[config.mk]
export PLATFORM = sky130hd
export DESIGN_NAME = fb_sram_arbiter
export DESIGN_NICKNAME = d
export VERILOG_FILES = /design/src/rtl/fb_pkg.sv /design/src/rtl/fb_clear_fsm.sv /design/src/rtl/fb_sram_arbiter.sv
export SDC_FILE = /design/constraint.sdc
export NUM_CORES = 1
export LEC_CHECK = 0
export ABC_AREA = 1
export BUFFER_PORTS_ARGS = -buffer_cell sky130_fd_sc_hd__buf_2
export CELL_PAD_IN_SITES_DETAIL_PLACEMENT = 2
export CELL_PAD_IN_SITES_GLOBAL_PLACEMENT = 2
export CORE_MARGIN = 2
export CORE_UTILIZATION = 35
export CTS_BUF_LIST = sky130_fd_sc_hd__clkbuf_4
export CTS_CLUSTER_SIZE = 14
export DETAILED_ROUTE_END_ITERATION = 7
export HOLD_SLACK_MARGIN = 0.15
export PLACE_DENSITY = 0.95
export SLEW_MARGIN = 20
export SYNTH_ARGS = -nofsm -noshare
export SYNTH_HDL_FRONTEND = slang
export SYNTH_SLANG_ARGS = --single-unit
[constraint.sdc]
create_clock -name clk -period 5.92 [get_ports clk]
set_clock_uncertainty 0.15 [all_clocks]
set_input_delay 0.888 -clock clk [delete_from_list [all_inputs] [get_ports clk]]
set_output_delay 0.888 -clock clk [all_outputs]
set_load 0.005 [all_outputs]
[src/rtl/fb_pkg.sv]
// rtl/fb_pkg.sv - shared timing constants and enums for the framebuffer SRAM arbiter
package fb_pkg;

    // VGA 640x480 timing and 1 bpp framebuffer geometry
    localparam int H_TOTAL   = 800;
    localparam int V_TOTAL   = 525;
    localparam int V_VISIBLE = 480;
    localparam int H_GROUPS  = 80;
    localparam int FB_WORDS  = H_GROUPS * V_VISIBLE;

    // Frame-clear engine state
    typedef enum logic {
        IDLE,
        CLEAR
    } clr_state_t;

    // Who owns the SRAM in a given decision cycle
    typedef enum logic [1:0] {
        NONE,
        DISP,
        DRAW,
        CLR
    } slot_t;

endpackage

[src/rtl/fb_clear_fsm.sv]
// rtl/fb_clear_fsm.sv - frame-clear engine: state, address counter, busy and done
//
// Ports:
//   clk, reset   pixel clock, asynchronous active-high reset
//   clear_start  one-cycle pulse, starts a clear when idle
//   grant        arbiter granted the current clear write at addr
//   busy         high while clearing (registered)
//   done         one-cycle pulse after the last clear write (registered)
//   addr         address of the next clear write
module fb_clear_fsm
    import fb_pkg::*;
#(
    parameter int ADDR_W = 16
) (
    input  logic              clk,
    input  logic              reset,
    input  logic              clear_start,
    input  logic              grant,
    output logic              busy,
    output logic              done,
    output logic [ADDR_W-1:0] addr
);

    localparam logic [ADDR_W-1:0] LAST_ADDR = ADDR_W'(FB_WORDS - 1);

    clr_state_t state;

    always_ff @(posedge clk or posedge reset) begin
        if (reset) begin
            state <= IDLE;
            addr  <= '0;
            busy  <= 1'b0;
            done  <= 1'b0;
        end else begin
            done <= 1'b0;
            case (state)
                IDLE: begin
                    if (clear_start) begin
                        state <= CLEAR;
                        addr  <= '0;
                        busy  <= 1'b1;
                    end
                end
                CLEAR: begin
                    // clear_start is ignored here; only granted writes advance
                    if (grant) begin
                        addr <= addr + ADDR_W'(1);
                        if (addr == LAST_ADDR) begin
                            state <= IDLE;
                            busy  <= 1'b0;
                            done  <= 1'b1;
                        end
                    end
                end
                default: begin
                    state <= IDLE;
                    busy  <= 1'b0;
                end
            endcase
        end
    end

endmodule

[src/rtl/fb_sram_arbiter.sv]
// rtl/fb_sram_arbiter.sv - shares one framebuffer SRAM between display fetch, draw port and clear engine
//
// Ports:
//   clk, reset            pixel clock, asynchronous active-high reset
//   hcounter, vcounter    beam position from the VGA timing block
//   pixels                byte shown for the current 8-pixel group
//   draw_req/addr/data    held write request; draw_ack pulses when granted
//   clear_start           starts a full-frame clear; clear_busy / clear_done report it
//   sram_addr/wdata/we    registered SRAM pad outputs
//   sram_rdata            read data, valid one cycle after the address cycle
module fb_sram_arbiter
    import fb_pkg::*;
#(
    parameter int ADDR_W = 16
) (
    input  logic              clk,
    input  logic              reset,
    input  logic [10:0]       hcounter,
    input  logic [9:0]        vcounter,
    output logic [7:0]        pixels,
    input  logic              draw_req,
    input  logic [ADDR_W-1:0] draw_addr,
    input  logic [7:0]        draw_data,
    output logic              draw_ack,
    input  logic              clear_start,
    output logic              clear_busy,
    output logic              clear_done,
    output logic [ADDR_W-1:0] sram_addr,
    output logic [7:0]        sram_wdata,
    output logic              sram_we,
    input  logic [7:0]        sram_rdata
);

    localparam logic [9:0]        V_VIS       = 10'(V_VISIBLE);
    localparam logic [9:0]        V_LAST_VIS  = 10'(V_VISIBLE - 1);
    localparam logic [9:0]        V_LAST      = 10'(V_TOTAL - 1);
    localparam logic [10:0]       H_LAST      = 11'(H_TOTAL - 1);
    localparam logic [10:0]       H_NEXT_SLOT = 11'(H_TOTAL - 8);
    // Slots for groups 0..78 of the current line lie below this hcounter;
    // group 79's byte is read one group earlier, so 632 ends the fetch.
    localparam logic [10:0]       H_FETCH_END = 11'(H_GROUPS * 8 - 8);
    localparam logic [10:0]       H_VIS_LAST  = 11'(H_GROUPS * 8 - 1);
    localparam logic [ADDR_W-1:0] LINE_STEP   = ADDR_W'(H_GROUPS);

    logic [ADDR_W-1:0] line_base;
    logic [ADDR_W-1:0] next_base;
    logic [ADDR_W-1:0] disp_addr;
    logic [ADDR_W-1:0] clear_addr;
    logic [7:0]        group;
    logic [7:0]        shadow;
    logic              rd_p1;
    logic              rd_p2;
    logic              disp_cur;
    logic              disp_next;
    logic              next_vis;
    logic              clr_grant;
    slot_t             owner;

    assign group = hcounter[10:3];

    always_comb begin
        next_vis  = (vcounter < V_LAST_VIS) || (vcounter == V_LAST);
        disp_cur  = (vcounter < V_VIS) && (hcounter[2:0] == 3'd0) && (hcounter < H_FETCH_END);
        disp_next = (hcounter == H_NEXT_SLOT) && next_vis;
        // line_base advances by H_GROUPS per line, so the next line's base is one add away
        next_base = (vcounter == V_LAST) ? '0 : line_base + LINE_STEP;
        disp_addr = disp_next ? next_base : line_base + ADDR_W'(group) + ADDR_W'(1);

        owner = NONE;
        if (disp_cur || disp_next) begin
            owner = DISP;
        end else if (draw_req) begin
            owner = DRAW;
        end else if (clear_busy) begin
            owner = CLR;
        end
    end

    assign draw_ack  = (owner == DRAW);
    assign clr_grant = (owner == CLR);

    fb_clear_fsm #(
        .ADDR_W(ADDR_W)
    ) u_clear (
        .clk        (clk),
        .reset      (reset),
        .clear_start(clear_start),
        .grant      (clr_grant),
        .busy       (clear_busy),
        .done       (clear_done),
        .addr       (clear_addr)
    );

    always_ff @(posedge clk or posedge reset) begin
        if (reset) begin
            sram_addr  <= '0;
            sram_wdata <= '0;
            sram_we    <= 1'b0;
            rd_p1      <= 1'b0;
            rd_p2      <= 1'b0;
            shadow     <= '0;
            pixels     <= '0;
            line_base  <= '0;
        end else begin
            case (owner)
                DISP: begin
                    sram_addr <= disp_addr;
                    sram_we   <= 1'b0;
                end
                DRAW: begin
                    sram_addr  <= draw_addr;
                    sram_wdata <= draw_data;
                    sram_we    <= 1'b1;
                end
                CLR: begin
                    sram_addr  <= clear_addr;
                    sram_wdata <= 8'h00;
                    sram_we    <= 1'b1;
                end
                default: begin
                    sram_we <= 1'b0;
                end
            endcase

            // Decision -> address on pads -> data on sram_rdata -> shadow
            rd_p1 <= (owner == DISP);
            rd_p2 <= rd_p1;
            if (rd_p2) begin
                shadow <= sram_rdata;
            end

            if ((hcounter[2:0] == 3'd7) && (hcounter < H_FETCH_END)) begin
                pixels <= shadow;
            end else if ((hcounter == H_LAST) && next_vis) begin
                pixels <= shadow;
            end else if (hcounter == H_VIS_LAST) begin
                pixels <= 8'h00;
            end

            if (hcounter == H_LAST) begin
                if (vcounter < V_LAST_VIS) begin
                    line_base <= line_base + LINE_STEP;
                end else if (vcounter == V_LAST) begin
                    line_base <= '0;
                end
            end
        end
    end

endmodule
Word-level counts from Yosys, hierarchy flattened
Index checks and enable logic that the tools add are counted.
{ "word_totals": {"reg_bits": 78, "out_inout_bits": 36, "word_cells": 75} }
{ "classes": {"addsub": 4, "order_cmp": 3, "n_eq_ne": 12, "muxes": 27, "bitwise": 1, "n_reduce_logical": 16} }
{ "op_table": {"columns": ["op", "n"], "rows": [
  ["16-bit two-way mux", 6],
  ["16-bit case mux with 3 select lines", 1],
  ["11-bit by 10-bit == test with 1-bit output (second input constant)", 3],
  ["16-bit by 1-bit adder with 16-bit output (second input constant)", 2],
  ["16-bit case mux with 2 select lines", 1],
  ["8-bit two-way mux", 3],
  ["10-bit by 9-bit < comparator with 1-bit output (second input constant)", 2],
  ["16-bit by 7-bit adder with 16-bit output (second input constant)", 1],
  ["16-bit by 8-bit adder with 16-bit output", 1],
  ["16-bit == test (second input constant)", 1],
  ["8-bit case mux with 2 select lines", 1],
  ["11-bit by 10-bit < comparator with 1-bit output (second input constant)", 1],
  ["10-bit == test (second input constant)", 1],
  ["1-bit two-way mux", 10],
  ["2-bit two-way mux", 3],
  ["2-bit inequality test (second input constant)", 3],
  ["3-bit nonzero test", 2],
  ["1-bit logical AND", 5],
  ["2-bit == test (second input constant)", 2],
  ["1-bit case mux with 2 select lines", 2],
  ["2-bit AND reduction", 2],
  ["2-bit nonzero test", 2],
  ["3-bit == test (second input constant)", 1],
  ["3-bit logical NOT", 1],
  ["5 further kinds", 6]
]} }

Longest topological paths before layout
{ "depth": {"word_depth": 8, "ltp_mapped": 15, "mapped_depth_nobuf": 15} }

Modules after synthesis
Synthesis repeated with hierarchy kept, for this count alone.
{ "hier_totals": {"cells_unflattened": 657, "area_unflattened_um2": 4839.6} }
{ "by_module_without_submodules": {"columns": ["mod", "n_inst", "cells_per_inst", "area_per_inst_um2", "seq_area_each_um2"], "rows": [
  ["fb_sram_arbiter", 1, 516, 3757.4, 1376.3],
  ["fb_clear_fsm", 1, 141, 1082.3, 475.5]
]} }

Worst setup path before layout
OpenSTA, ideal clock, no wires.
{ "synth_timing": {"kind": "input to output", "from": "input hcounter[3]", "to": "output draw_ack", "arrival_time_ns": 1.887, "t_required_ns": 4.882, "setup_slack_ns": 2.995, "cell_stages": 8, "cell_sequence": "ha_1 > nand3_1 > nand2_1 > a21oi_2 > nand3b_4 > nand2_4 > nor2_2 > buf_4"} }
{ "synth_between": {"elab_chain_cells": 5, "word_cells_on_any_way": 7, "cone_classes": "order compare (1); eq/ne (2); mux (1); reduce/logical (3)"} }
{ "synth_lines": {"columns": ["element", "line", "text"], "rows": [
  ["start, declared", "fb_sram_arbiter.sv:18", "input logic [10:0] hcounter,"],
  ["11-bit by 10-bit < comparator with 1-bit output / 11-bit by 10-bit == test with 1-bit output (equally long branches)", "fb_sram_arbiter.sv:63, fb_sram_arbiter.sv:64", null],
  ["1-bit logical AND, on equally long branches", "fb_sram_arbiter.sv:63, fb_sram_arbiter.sv:64", null],
  ["1-bit logical OR *", "fb_sram_arbiter.sv:70", "if (disp_cur || disp_next) begin"],
  ["2-bit two-way mux *", "fb_sram_arbiter.sv:70", null],
  ["2-bit == test *", "fb_sram_arbiter.sv:79", "assign draw_ack = (owner == DRAW);"],
  ["end, declared", "fb_sram_arbiter.sv:24", "output logic draw_ack,"]
]} }
Every way passes the cells marked *; elsewhere a longest branch is shown, timed or not.

Worst setup path in the final report
{ "layout_timing": {"from": "input vcounter[2]", "to": "output draw_ack"} }
{ "layout_between": {"elab_chain_cells": 6, "word_cells_on_any_way": 10, "cone_classes": "order compare (2); eq/ne (2); mux (1); reduce/logical (5)"} }
{ "layout_lines": {"columns": ["element", "line", "text"], "rows": [
  ["start, declared", "fb_sram_arbiter.sv:19", "input logic [9:0] vcounter,"],
  ["10-bit by 9-bit < comparator with 1-bit output (tied with other cells)", "fb_sram_arbiter.sv:63", "disp_cur = (vcounter < V_VIS) && (hcounter[2:0] == 3'd0) && (hcounter < H_FETCH_END);"],
  ["1-bit logical AND / 1-bit logical OR (equally long branches)", "fb_sram_arbiter.sv:63, fb_sram_arbiter.sv:62", null],
  ["1-bit logical AND, on equally long branches", "fb_sram_arbiter.sv:63, fb_sram_arbiter.sv:64", null],
  ["1-bit logical OR *", "fb_sram_arbiter.sv:70", null],
  ["2-bit two-way mux *", "fb_sram_arbiter.sv:70", null],
  ["2-bit == test *", "fb_sram_arbiter.sv:79", null]
]} }
Marks and branches as above.

==> results.toml <==
[synth]
avgSynthCellArea_um2 = 7.39
syn_nets = 701
yosysTopAreaCell = "dfrtp_1"
synth_area_leaders = "dfrtp_1, nand2_1, nand3_1"
syn_area_mm2 = 0.00469
syn_inst = 635
ys_types = 38
yosys.area.top_type_share_pct = 39.5
yosysSeqAreaShare_pct = 39.5
ys_ff_latch = 74
yosys_warnings = 0

[sta]
worst_pin_slew_ns = 0.966
min_period_ns = 4.20
fmax_mhz = 238
rsz0062_at_grt = "no"
slew_violations = 0
fin_hold_ws_ns = 0.302
timing_hold_violations_final = 0
fin_crit_sh_pct = 70.9
fin_tns_setup_ns = 0
maxSlewHeadroom_pct = 35.4
setup_viol = 0

[global_route]
grt.total_usage_pct = 26.9
grt_max_degree = 75
antenna_found_initial = 0
grt_pass1_vias = 5469
grt_pass1_wl_um = 30100
overflow = 0

[worst_setup_path]
cp-start-kind = "input pin"
crit_path_max_fanout = 41
r2r_setup_slack_ns = 3.04
arrival_ns = 3.16
worst_ep_required_time_ns = 4.88
endpoint_kind = "primary output"
path_class = "input pin to primary output"

[cts]
cts_made_buffers = 9
clk_path_buf_depth = 2
post_cts_resized = 0
ctsHoldBuffers = 0
root_buffer = "clkbuf_4"
clk_pin_slew_worst_paths_ns = 0.13
tritoncts = "yes"
clock_latency_ns = 0.47
clkSinkCount = 74
post_cts_buffers = 0
htree_levels = 3

[detailed_routing]
post_drt_wl_per_cell_um = 20.9
drc = 0
avgViaCountPerCell = 5.37
vias = 4840
routed_wl_um = 18800
first_pass_iters = 4
drtAntennaViolNets = 0
drtIter0Drc = 266

[cells_and_area]
seq_area_mm2 = 0.00185
multi_input_area_mm2 = 0.00246
final_layout_size_suffix_gt1_share_pct = 18.9
fin_nets = 787
fillCellCount = 1578
antenna_cells = 0
area_delta_synth_final_pct = 16.8
final_area_mm2 = 0.00548

[floorplan]
initial_utilization_pct = 35.7
ios = 93
coreArea_mm2 = 0.0131
rows = 42
die-area_mm2 = 0.0143
die_w_um = 120
die_h_um = 120

[min_path]
min-delay-path-class = "input pin to asynchronous set/reset pin"

[placed_design]
place_hpwl_um = 14400
place_area_mm2 = 0.00527
io_buffers = 92
gp_congestion = 0.849

[job]
maxCapViolations = 0

[power]
power_density_mw_per_mm2 = 245
ir_worst_vdd_mv = 0.126
leakage_nw = 2.94

[run_status]
status = "completed"
## per-layer routing
| metal | vias up | part of all wire [%] | track usage [%] |
|---|---|---|---|
| li1 | 2253 | - | - |
| met1 | 2449 | 41 | 32.8 |
| met2 | 92 | 52 | 47.7 |
| met3 | 46 | 2.8 | 4.13 |
| met4 | 0 | 3.7 | 10.7 |
| met5 | - | 0 | 0 |
## cells in the mapped netlist
library cell and n:
inv_1 63, o21ai_0 13, buf_4 4, inv_2 2
a22o_1 8, o21ai_1 13, or2_2 2, nand3_1 60
nor2_2 3, o2111ai_1 4, nor3_1 6, a21oi_1 2
clkinv_1 1, nand3_2 3, xnor2_1 4, buf_2 6
nand2_4 1, o22ai_1 2, nor4_1 1, inv_4 1
buf_6 3, xor2_1 23, or2_0 4, buf_1 2
a21oi_2 1, nor3_2 1, mux2_2 8, nand4_1 46
ha_1 9, nor2_8 1, or2_1 1, dfrtp_1 74
nand3b_4 1, clkbuf_1 5, nor2_1 46, nor3_4 1
nand2_1 209, nand2_2 1
## worst paths after layout
path,cells past startpoint,startpoint,endpoint
worst max register to register,6,u_clear.busy,u_clear.addr[15]
max in group asynchronous,4,reset,sram_we
min in group clk,2,sram_addr[8],sram_addr[8]
worst min-delay path,3,reset,shadow[4]
worst min register to register,2,sram_addr[8],sram_addr[8]
worst max-delay path,10,vcounter[2],draw_ack
## placed cells by master, fill, tap and decap left out, types with 4 or more instances in the layout
cell,synthesis,layout
mux2_2,8,8
xor2_1,23,23
o21ai_0,13,13
clkbuf_4,0,11
or2_0,4,4
xnor2_1,4,4
o2111ai_1,4,4
nor2_1,46,46
nand2_1,209,209
nand4_1,46,46
o21ai_1,13,13
a22o_1,8,8
dfrtp_1,74,74
inv_1,63,62
buf_2,6,92
nor3_1,6,6
nand3_1,60,60
ha_1,9,9
## cell families after synthesis
group	count (synthesis)	synth area share, %
and+or+nand+nor	387	37.5
buffers and inverters	87	7.98
DFF	74	39.5
AOI/OAI and AO/OA	43	5.68
xor gates and xnor gates	27	5.04
adders and majority gates	9	2.40
muxes	8	1.92
## through the flow
stage | setup slack, ns | std cells | total power, mW | utilization [%]
after global placement | 2.03 | 885 | 0.867 | 40.1
after floorplan | 2.99 | 635 | 0.769 | -
after CTS | 1.77 | 901 | 1.33 | 41.5
after detailed placement | 1.78 | 885 | 0.907 | 40.1
after global routing | 1.47 | 902 | 1.41 | 41.7
final | 1.72 | 902 | 1.34 | 41.7
## registers in the layout, summed over array words and instances, names as in the netlist
| name | cells |
|---|---|
| line_base | 12 |
| pixels | 8 |
| rd_p1 | 1 |
| rd_p2 | 1 |
| shadow | 8 |
| sram_addr | 16 |
| sram_wdata | 8 |
| sram_we | 1 |
| u_clear.addr | 16 |
| u_clear.busy | 1 |
| u_clear.done | 1 |
| u_clear.state | 1 |
## worst max-delay path, cell delays in order
cell	delay, ns
buf_2	0.08
nand2_1	0.05
nor2_1	0.21
nand3_1	0.12
nand3_1	0.09
nand2_1	0.11
nand2_2	0.63
nand2_4	0.19
nor2_2	0.54
buf_2	0.22
## where the power goes
part	switching (mW)	internal [mW]	total [mW]
registers	0.0609	0.567	0.628
clock network	0.207	0.223	0.429
logic	0.174	0.109	0.283
## area by class of cell
class | count | share of cell area [%]
Clock inverter | 5 | 1.87
Sequential cell | 74 | 33.8
Tap cell | 176 | 4.02
Timing Repair Buffer | 95 | 9.18
Clock buffer | 11 | 1.51
Inverter | 67 | 4.64
Multi-Input combinational cell | 474 | 45.0
(Power assumes the default switching activity.)
